--- src/rtl/ctrl_pipe_pkg.sv ---
// Shared control types for the RV32I pipeline control unit: opcode and
// sub-field enums, the per-stage control word and its NOP value.
// The RV32M decode path is enabled by defining CTRL_RV32M_EN.
package ctrl_pipe_pkg;

  typedef enum logic [6:0] {
    OP_LUI   = 7'b0110111,
    OP_AUIPC = 7'b0010111,
    OP_JAL   = 7'b1101111,
    OP_JALR  = 7'b1100111,
    OP_BR    = 7'b1100011,
    OP_LOAD  = 7'b0000011,
    OP_STORE = 7'b0100011,
    OP_IMM   = 7'b0010011,
    OP_REG   = 7'b0110011,
    OP_FENCE = 7'b0001111,
    OP_CSR   = 7'b1110011
  } rv32i_opcode_t;

  // Encoded so that op_imm/op_reg funct3 maps straight onto the ALU op.
  typedef enum logic [2:0] {
    alu_add = 3'b000,
    alu_sll = 3'b001,
    alu_sra = 3'b010,
    alu_sub = 3'b011,
    alu_xor = 3'b100,
    alu_srl = 3'b101,
    alu_or  = 3'b110,
    alu_and = 3'b111
  } alu_ops_t;

  typedef enum logic [2:0] {
    beq  = 3'b000,
    bne  = 3'b001,
    blt  = 3'b100,
    bge  = 3'b101,
    bltu = 3'b110,
    bgeu = 3'b111
  } branch_funct3_t;

  typedef enum logic [2:0] {
    lb  = 3'b000,
    lh  = 3'b001,
    lw  = 3'b010,
    lbu = 3'b100,
    lhu = 3'b101
  } load_funct3_t;

  typedef enum logic [2:0] {
    md_mul    = 3'b000,
    md_mulh   = 3'b001,
    md_mulhsu = 3'b010,
    md_mulhu  = 3'b011,
    md_div    = 3'b100,
    md_divu   = 3'b101,
    md_rem    = 3'b110,
    md_remu   = 3'b111
  } muldiv_funct3_t;

  typedef enum logic {
    alumux1_rs1 = 1'b0,
    alumux1_pc  = 1'b1
  } alumux1_sel_t;

  typedef enum logic [2:0] {
    alumux2_i_imm = 3'd0,
    alumux2_u_imm = 3'd1,
    alumux2_b_imm = 3'd2,
    alumux2_s_imm = 3'd3,
    alumux2_j_imm = 3'd4,
    alumux2_rs2   = 3'd5
  } alumux2_sel_t;

  typedef enum logic {
    cmpmux_rs2   = 1'b0,
    cmpmux_i_imm = 1'b1
  } cmpmux_sel_t;

  typedef enum logic [3:0] {
    rf_alu_out  = 4'd0,
    rf_br_en    = 4'd1,
    rf_u_imm    = 4'd2,
    rf_lw       = 4'd3,
    rf_pc_plus4 = 4'd4,
    rf_lb       = 4'd5,
    rf_lbu      = 4'd6,
    rf_lh       = 4'd7,
    rf_lhu      = 4'd8
  } regfilemux_sel_t;

  // Register fields are zero when the instruction does not use them, so
  // hazard logic downstream can compare them without qualifying by opcode.
  typedef struct packed {
    logic            illegal;
    logic            csr;
    logic            branch;
    logic            jump;
    logic            muldiv;
    muldiv_funct3_t  muldiv_op;
    alu_ops_t        alu_op;
    branch_funct3_t  cmp_op;
    alumux1_sel_t    alumux1_sel;
    alumux2_sel_t    alumux2_sel;
    cmpmux_sel_t     cmpmux_sel;
    regfilemux_sel_t regfilemux_sel;
    logic            load_regfile;
    logic            mem_read;
    logic            mem_write;
    logic [2:0]      funct3;
    logic [4:0]      rd;
    logic [4:0]      rs1;
    logic [4:0]      rs2;
  } ctrl_word_t;

  localparam int CTRL_W = $bits(ctrl_word_t);

  // Every enum above has its "do nothing" member at zero.
  localparam ctrl_word_t CTRL_NOP = '0;

endpackage

--- src/rtl/ctrl_pipe_decode.sv ---
// Combinational RV32I instruction decoder: instr -> control word + illegal.
// Defining CTRL_RV32M_EN makes op_reg with funct7=0000001 a legal mul/div.
module ctrl_decode
  import ctrl_pipe_pkg::*;
(
  input  logic [31:0] instr,
  output ctrl_word_t  ctrl,
  output logic        illegal
);

  logic [6:0] opcode;
  logic [2:0] funct3;
  logic [6:0] funct7;
  logic       use_rs1;
  logic       use_rs2;

  assign opcode = instr[6:0];
  assign funct3 = instr[14:12];
  assign funct7 = instr[31:25];

  // Opcode-driven field mapping; any illegal encoding collapses to NOP.
  always_comb begin
    ctrl    = CTRL_NOP;
    illegal = 1'b0;
    use_rs1 = 1'b0;
    use_rs2 = 1'b0;
    case (opcode)
      OP_LUI: begin
        ctrl.load_regfile   = 1'b1;
        ctrl.regfilemux_sel = rf_u_imm;
      end
      OP_AUIPC: begin
        ctrl.load_regfile = 1'b1;
        ctrl.alumux1_sel  = alumux1_pc;
        ctrl.alumux2_sel  = alumux2_u_imm;
      end
      OP_JAL: begin
        ctrl.jump           = 1'b1;
        ctrl.load_regfile   = 1'b1;
        ctrl.alumux1_sel    = alumux1_pc;
        ctrl.alumux2_sel    = alumux2_j_imm;
        ctrl.regfilemux_sel = rf_pc_plus4;
      end
      OP_JALR: begin
        ctrl.jump           = 1'b1;
        ctrl.load_regfile   = 1'b1;
        ctrl.regfilemux_sel = rf_pc_plus4;
        ctrl.funct3         = funct3;
        use_rs1             = 1'b1;
      end
      OP_BR: begin
        ctrl.branch      = 1'b1;
        ctrl.cmp_op      = branch_funct3_t'(funct3);
        ctrl.alumux1_sel = alumux1_pc;
        ctrl.alumux2_sel = alumux2_b_imm;
        ctrl.funct3      = funct3;
        use_rs1          = 1'b1;
        use_rs2          = 1'b1;
      end
      OP_LOAD: begin
        ctrl.mem_read     = 1'b1;
        ctrl.load_regfile = 1'b1;
        ctrl.funct3       = funct3;
        use_rs1           = 1'b1;
        case (funct3)
          lb:      ctrl.regfilemux_sel = rf_lb;
          lh:      ctrl.regfilemux_sel = rf_lh;
          lbu:     ctrl.regfilemux_sel = rf_lbu;
          lhu:     ctrl.regfilemux_sel = rf_lhu;
          default: ctrl.regfilemux_sel = rf_lw;
        endcase
      end
      OP_STORE: begin
        ctrl.mem_write   = 1'b1;
        ctrl.alumux2_sel = alumux2_s_imm;
        ctrl.funct3      = funct3;
        use_rs1          = 1'b1;
        use_rs2          = 1'b1;
      end
      OP_IMM: begin
        ctrl.load_regfile = 1'b1;
        ctrl.funct3       = funct3;
        use_rs1           = 1'b1;
        case (funct3)
          3'b010: begin
            ctrl.cmp_op         = blt;
            ctrl.cmpmux_sel     = cmpmux_i_imm;
            ctrl.regfilemux_sel = rf_br_en;
          end
          3'b011: begin
            ctrl.cmp_op         = bltu;
            ctrl.cmpmux_sel     = cmpmux_i_imm;
            ctrl.regfilemux_sel = rf_br_en;
          end
          3'b001: begin
            if (funct7 == 7'b0000000) ctrl.alu_op = alu_sll;
            else                      illegal     = 1'b1;
          end
          3'b101: begin
            if      (funct7 == 7'b0000000) ctrl.alu_op = alu_srl;
            else if (funct7 == 7'b0100000) ctrl.alu_op = alu_sra;
            else                           illegal     = 1'b1;
          end
          default: ctrl.alu_op = alu_ops_t'(funct3);
        endcase
      end
      OP_REG: begin
        ctrl.load_regfile = 1'b1;
        ctrl.alumux2_sel  = alumux2_rs2;
        ctrl.funct3       = funct3;
        use_rs1           = 1'b1;
        use_rs2           = 1'b1;
        case (funct7)
          7'b0000000: begin
            case (funct3)
              3'b010: begin
                ctrl.cmp_op         = blt;
                ctrl.regfilemux_sel = rf_br_en;
              end
              3'b011: begin
                ctrl.cmp_op         = bltu;
                ctrl.regfilemux_sel = rf_br_en;
              end
              default: ctrl.alu_op = alu_ops_t'(funct3);
            endcase
          end
          7'b0100000: begin
            if      (funct3 == 3'b000) ctrl.alu_op = alu_sub;
            else if (funct3 == 3'b101) ctrl.alu_op = alu_sra;
            else                       illegal     = 1'b1;
          end
`ifdef CTRL_RV32M_EN
          7'b0000001: begin
            ctrl.muldiv    = 1'b1;
            ctrl.muldiv_op = muldiv_funct3_t'(funct3);
          end
`endif
          default: illegal = 1'b1;
        endcase
      end
      OP_FENCE: ctrl = CTRL_NOP;
      OP_CSR: begin
        ctrl     = CTRL_NOP;
        ctrl.csr = 1'b1;
      end
      default: illegal = 1'b1;
    endcase

    ctrl.rd  = ctrl.load_regfile ? instr[11:7]  : 5'd0;
    ctrl.rs1 = use_rs1           ? instr[19:15] : 5'd0;
    ctrl.rs2 = use_rs2           ? instr[24:20] : 5'd0;

    if (illegal) ctrl = CTRL_NOP;
  end

endmodule

--- src/rtl/ctrl_pipe.sv ---
// Pipelined control unit: decodes the fetched instruction and carries the
// control word plus a valid bit through NUM_STAGES registers (1=EX .. N=WB),
// with stall, load-use bubble, partial flush and a retire counter.
// Optional RV32M decode via CTRL_RV32M_EN (handled inside ctrl_decode).
module ctrl_pipe
  import ctrl_pipe_pkg::*;
#(
  parameter int NUM_STAGES  = 4,
  parameter int FLUSH_DEPTH = 2,
  parameter int CNT_W       = 32
) (
  input  logic                         clk,
  input  logic                         rst,
  input  logic                         instr_vld,
  input  logic [31:0]                  instr,
  input  logic                         stall,
  input  logic                         bubble,
  input  logic                         flush,
  output logic                         dec_ready,
  output logic [NUM_STAGES*CTRL_W-1:0] ctrl_o,
  output logic [NUM_STAGES-1:0]        vld_o,
  output logic                         illegal_o,
  output logic [CNT_W-1:0]             retire_cnt
);

  ctrl_word_t                  dec_ctrl;
  logic                        dec_illegal;
  ctrl_word_t                  dec_word;
  logic       [NUM_STAGES:1]   vld_pipe;
  ctrl_word_t [NUM_STAGES:1]   ctrl_pipe;

  ctrl_decode u_decode (
    .instr   (instr),
    .ctrl    (dec_ctrl),
    .illegal (dec_illegal)
  );

  // Fold the illegal flag into the word so it travels with the instruction.
  always_comb begin
    dec_word         = dec_ctrl;
    dec_word.illegal = dec_illegal;
  end

  // Stage registers; per stage: flush > stall > bubble > advance.
  always_ff @(posedge clk or posedge rst) begin
    if (rst) begin
      vld_pipe  <= '0;
      ctrl_pipe <= {NUM_STAGES{CTRL_NOP}};
    end else begin
      if (flush) begin
        vld_pipe[1]  <= 1'b0;
        ctrl_pipe[1] <= CTRL_NOP;
      end else if (!stall) begin
        if (bubble || !instr_vld) begin
          vld_pipe[1]  <= 1'b0;
          ctrl_pipe[1] <= CTRL_NOP;
        end else begin
          vld_pipe[1]  <= 1'b1;
          ctrl_pipe[1] <= dec_word;
        end
      end
      for (int k = 2; k <= NUM_STAGES; k++) begin
        if (flush && k <= FLUSH_DEPTH) begin
          vld_pipe[k]  <= 1'b0;
          ctrl_pipe[k] <= CTRL_NOP;
        end else if (!stall) begin
          vld_pipe[k]  <= vld_pipe[k-1];
          ctrl_pipe[k] <= ctrl_pipe[k-1];
        end
      end
    end
  end

  // Count words leaving the last stage; wraps naturally at 2^CNT_W.
  always_ff @(posedge clk or posedge rst) begin
    if (rst)                             retire_cnt <= '0;
    else if (!stall && vld_pipe[NUM_STAGES]) retire_cnt <= retire_cnt + CNT_W'(1);
  end

  assign dec_ready = !stall && !bubble;
  assign ctrl_o    = ctrl_pipe;
  assign vld_o     = vld_pipe;
  assign illegal_o = vld_pipe[1] && ctrl_pipe[1].illegal;

endmodule

--- config.mk ---
export PLATFORM = sky130hd
export DESIGN_NAME = ctrl_pipe
export DESIGN_NICKNAME = d
export VERILOG_FILES = /design/src/rtl/ctrl_pipe_pkg.sv /design/src/rtl/ctrl_pipe_decode.sv /design/src/rtl/ctrl_pipe.sv
export SDC_FILE = /design/constraint.sdc
export NUM_CORES = 1
export LEC_CHECK = 0
export ABC_AREA = 1
export BUFFER_PORTS_ARGS = -buffer_cell sky130_fd_sc_hd__buf_2
export CORE_UTILIZATION = 52
export CTS_BUF_LIST = sky130_fd_sc_hd__clkbuf_16
export CTS_CLUSTER_DIAMETER = 150
export DETAILED_ROUTE_END_ITERATION = 12
export GPL_ROUTABILITY_DRIVEN = 0
export PLACE_DENSITY = 0.8
export SLEW_MARGIN = 20
export SYNTH_ARGS = -nofsm -noshare
export SYNTH_HDL_FRONTEND = slang
export SYNTH_SLANG_ARGS = --single-unit
--- constraint.sdc ---
create_clock -name clk -period 6.15 [get_ports clk]
set_input_delay 0.3075 -clock clk [delete_from_list [all_inputs] [get_ports clk]]
set_output_delay 0.3075 -clock clk [all_outputs]
set_load 0.03 [all_outputs]
# [Word-level counts from Yosys, hierarchy flattened]
# Index checks and enable logic that the tools add are counted.
[totals] wordCells=165 regBits=212 input_bits=38
[op_classes] add_sub_neg=1 eq_ne=18 reduce_logical=16 n_mux=51
[op_table] op="44-bit 2-to-1 mux" count=5
[op_table] op="43-bit 2-to-1 mux" count=1
[op_table] op="32-bit by 1-bit adder with 32-bit output (second input constant)" count=1
[op_table] op="7-bit by 6-bit == test with 1-bit output (second input constant)" count=4
[op_table] op="7-bit == test (second input constant)" count=4
[op_table] op="1-bit 2-to-1 mux" count=22
[op_table] op="5-bit 2-to-1 mux" count=4
[op_table] op="4-bit case mux with 5 select lines" count=1
[op_table] op="3-bit case mux with 2 select lines" count=3
[op_table] op="3-bit case mux with 3 select lines" count=2
[op_table] op="4-bit case mux with 4 select lines" count=1
[op_table] op="3-bit 2-to-1 mux" count=5
[op_table] op="3-bit case mux with 5 select lines" count=1
[op_table] op="7-bit by 5-bit == test with 1-bit output (second input constant)" count=2
[op_table] op="9-bit OR reduction" count=1
[op_table] op="7-bit by 2-bit == test with 1-bit output (second input constant)" count=1
[op_table] op="7-bit by 4-bit == test with 1-bit output (second input constant)" count=1
[op_table] op="7-bit zero test" count=1
[op_table] op="7-bit OR reduction" count=1
[op_table] op="3-bit by 2-bit == test with 1-bit output (second input constant)" count=2
[op_table] op="3-bit == test (second input constant)" count=2
[op_table] op="3-bit OR reduction" count=2
[op_table] op="6-bit OR reduction" count=1
[op_table] op="2-bit 2-to-1 mux" count=2
[op_table] op="10 further kinds" count=16

# [Longest topological paths before layout]
[depth] ltp_word=9 depth_mapped=11

# [Modules after synthesis]
# A second synthesis with hierarchy kept.
[hier_totals] cells_unflattened=1088 area_unflattened_um2=9349.0
[by_module_without_submodules] mod="ctrl_pipe" n_inst=1 seq_area_each_um2=5305.1 cells_each=916 area_per_inst_um2=8500.7
[by_module_without_submodules] mod="ctrl_decode" n_inst=1 seq_area_each_um2=0.0 cells_each=172 area_per_inst_um2=848.3

# [Least setup slack after synthesis]
# OpenSTA, ideal clock, no wires.
[synth_timing] path_kind="in2reg" from="input port stall" to="register ctrl_pipe (netlist bit ctrl_o[0])" path_stages=7 setup_ns=0.066 required_ns=6.084 slack_ns=4.356 t_arrival_ns=1.728 cell_sequence="buf_2 nor2_1 nand3_1 inv_1 buf_2 nand3_2 nand2_1"
[synth_between] elab_chain_cells=1
[synth_lines] item="start, declared" line="ctrl_pipe.sv:16" rtl="input logic stall,"
[synth_lines] item="2-bit by 1-bit inequality test with 1-bit output (no line)"
[synth_lines] item="end signal, assigned" line="ctrl_pipe.sv:48" rtl="ctrl_pipe <= {NUM_STAGES{CTRL_NOP}};"
[synth_lines] item="end signal, assigned by index" line="ctrl_pipe.sv:68" rtl="ctrl_pipe[k] <= ctrl_pipe[k-1];"
[synth_lines] item="end, declared" line="ctrl_pipe.sv:30" rtl="ctrl_word_t [NUM_STAGES:1] ctrl_pipe;"
# No other way between the ends.
# A chain may end at the register's enable or synchronous reset.

# [Final worst setup path]
[layout_timing] from="input port flush" to="register ctrl_pipe (netlist bit ctrl_o[15])"
[layout_between] elab_chain_cells=1 elab_cells_between_ends=2 cone_classes="1 x eq/ne; 1 x mux"
[layout_lines] item="start, declared" line="ctrl_pipe.sv:18" rtl="input logic flush,"
[layout_lines] item="2-bit by 1-bit inequality test with 1-bit output (no line) / 44-bit 2-to-1 mux (equally long branches)"
# Parallel ways exist; a longest one is shown, timed or not.

==> flow_summary_export.csv <==
group,metric,value,unit
setup_path,cp.arrival,2430,ps
global_route,grt_antenna_before_repair,0,
die,die_w,132,um
global_route,grt_max_degree,118,
sta,fin_skew,7.59,ps
cts,clk_pin_slew_worst_paths,70,ps
setup_path,required,6520,ps
cts,cts_tree,"done",
layout,syn2layout_area_growth,21.5,%
die,coreArea,16600,um2
yosys,synth_top_flop_cell,"dfrtp_1",
yosys,synth_simple_gate_area_share,0.264,
layout,fin_cells,1476,
detailed_routing,wl,23100,um
yosys,yosysTopAreaCell,"dfrtp_1",
cts,htree_levels,4,
cts,clockRootBuffer,"clkbuf_16",
cts,numCtsBuffers,17,
detailed_routing,post_drt_wl_per_cell,15.7,um
yosys,yosys-top-cells-area,"dfrtp_1, nand2_1, o21ai_0",
cts,post-cts-setup-buffers,0,
power_and_ir_drop,powerDensity,250,nW/um2
detailed_routing,drtIter0Drc,659,
yosys,ys_seq_area_frac,0.557,
die,die_h,132,um
yosys,synth_compound_area_frac,0.0683,
global_route,grt_usage,0.269,
setup_path,cpMaxStageDelayCell,"inv_1",
setup_path,crit_chain,"buf_2 > inv_2 > nand3_1 > inv_1 > nand3_1 > nand2_1",
yosys,avgSynthCellArea,8.59,um2
global_route,grt_pass1_wl,36700,um
placement,portBuffers,235,
cts,postCtsHoldBufs,0,
sta,whs,-31.6,ps
yosys,synthAdderAreaFrac,0.00142,
sta,fin_ws,4090,ps
setup_path,worstSetupEndpointType,"flip-flop",
layout,n_fill_cell,1400,
global_route,grt_pass1_vias,6957,
setup_path,cp_top_family,"buffers and inverters",
layout,drive_gt1_frac,0.260,
sta,slew_headroom,0.353,
global_route,overflow,0,
sta,tns,0,ps
yosys,synth_seq_cells,196,
layout,diodes,0,
yosys,syn_area,8810,um2
setup_path,path_buf_inv,3,
power_and_ir_drop,power.leakage,5.97,nW
die,pin_count,252,
detailed_routing,viasPerCell,5.18,
sta,worstMarginPinSlew,969,ps
sta,final-setup-viol-count,0,
die,start_util,0.531,
yosys,synthArstFlopShare,1.00,
cts,clock_latency,430,ps
detailed_routing,first_pass_iters,5,
yosys,synth_edf_count,0,
min_path,hp-class,"input port to asynchronous set/reset pin",
placement,place_area,10100,um2
placement,dpl.cell_count,1443,
cts,cts.repair.resized,0,
outcome,violations,"negative hold slack",
sta,period_share,0.334,
setup_path,startpoint_type,"input port",
sta,rsz0062_at_grt,"no",
layout,fin_area,10700,um2
yosys,synth_top_family_by_area,"simple AND/OR/NAND/NOR gates",
yosys,synth_warnings,0,
yosys,synth_top_area_frac,0.557,
setup_path,path_max_fanout,45,
yosys,synth_xor_area_frac,0.0239,
yosys,synthMuxAreaShare,0,
detailed_routing,num_vias,7645,
placement,hpwl,16500,um
setup_path,crit_top_cell,"nand3_1",
die,die_area,17500,um2
cts,clock_sinks,196,
sta,fin_crit,2060,ps
sta,drv_slew,0,
sta,fmax,486,MHz
cts,clockBufferDepth,2,
placement,pre_cts_slack,3680,ps
sta,hold_viol,13,
detailed_routing,drc_errors,0,
setup_path,crit_type,"input port to flip-flop",
yosys,synthCells,1026,
setup_path,max_stage_delay,810,ps
yosys,synth.distinct_cells,36,
layout,nNetsFinal,1282,
outcome,status,"complete, but fails checks",
die,row_count,47,
power_and_ir_drop,peakVddDrop,188,uV
run,cap_viol_max_count,0,
detailed_routing,ant_nets,0,
-- metrics by stage --
step / utilization / power (mW)
after floorplan: - / 1.48
after global placement: 0.606 / 1.52
after detailed placement: 0.606 / 1.52
after CTS: 0.644 / 2.69
after global routing: 0.646 / 2.77
final: 0.646 / 2.68
-- registers in the layout (all words and copies together) (netlist names) --
name        cells
ctrl_o        160
retire_cnt     32
vld_o           4
-- cells by family after synthesis --
group,Yosys count
buffers and inverters,175
AOI/OAI and AO/OA,113
xor gates and xnor gates,24
and+or+nand+nor,516
DFF,196
adders and majority gates,1
other,1
-- cell usage after synthesis (3+ instances only) --
cell type,n
nand2_1,333
dfrtp_1,196
inv_1,110
o21ai_0,87
nand3_1,55
nor2_1,50
clkbuf_1,25
nand3_2,22
buf_4,18
nand4_1,18
xor2_1,16
nor2_2,11
o22ai_1,10
buf_1,8
inv_2,8
xnor2_1,8
a21oi_1,7
nor3_1,6
nand3b_1,5
nor2_4,5
buf_2,4
nand2_2,4
o41ai_1,3
-- cell usage in the layout (no fill, tap or decap), types with 2 or more instances in the layout --
cell        count
o41ai_1         3
dfrtp_1       196
nand3b_1        5
inv_2           9
nor2_1         50
o21ai_1         2
nand2_1       333
inv_1         108
buf_2         234
a21oi_1         7
nand3_2        22
o22ai_1        10
nand3_1        55
bufinv_16       4
xor2_1         16
o211ai_1        2
nor2_2         11
nor2_4          5
inv_6           3
nor4_1          2
xnor2_1         8
nand4_1        18
clkbuf_16      17
conb_1         16
clkinv_4        3
nor3_1          6
o21ai_0        87
buf_4           5
clkinvlp_4      3
nand2_2         4
-- per-layer routing --
metal,global-route usage,vias up,share of wire
li1,-,3637,-
met1,0.380,3638,0.43
met2,0.413,328,0.47
met3,0.0477,42,0.071
met4,0.107,0,0.026
met5,0,-,0
-- cell type report --
type / instances / area (um2) / area share
Multi-Input combinational cell: 670 / 3210 / 0.300
Clock buffer: 17 / 425 / 0.0397
Sequential cell: 196 / 4900 / 0.458
Clock inverter: 15 / 204 / 0.0190
Inverter: 118 / 450 / 0.0421
Tap cell: 220 / 275 / 0.0257
Timing Repair Buffer: 240 / 1240 / 0.115
-- power by group --
part           internal [mW]  leakage, nW  switching [mW]  total (mW)
sequential              1.30         2.71          0.0163        1.32
clock                  0.684        0.298           0.495        1.18
combinational         0.0411         2.97           0.144       0.185
total                   2.03         5.97           0.655        2.68
-- worst paths after layout --
path / start / end / slack, ps / cells after the start
min in group clk: flush / ctrl_o[18] / 170 / 2
setup / recovery: flush / ctrl_o[15] / 4090 / 6
setup reg to reg: vld_o[3] / retire_cnt[8] / 4230 / 7
max in group asynchronous: rst / ctrl_o[134] / 4940 / 4
hold / removal: rst / ctrl_o[144] / -30 / 2
hold reg to reg: ctrl_o[148] / ctrl_o[148] / 480 / 2
Power figures use the tool's default switching activity.
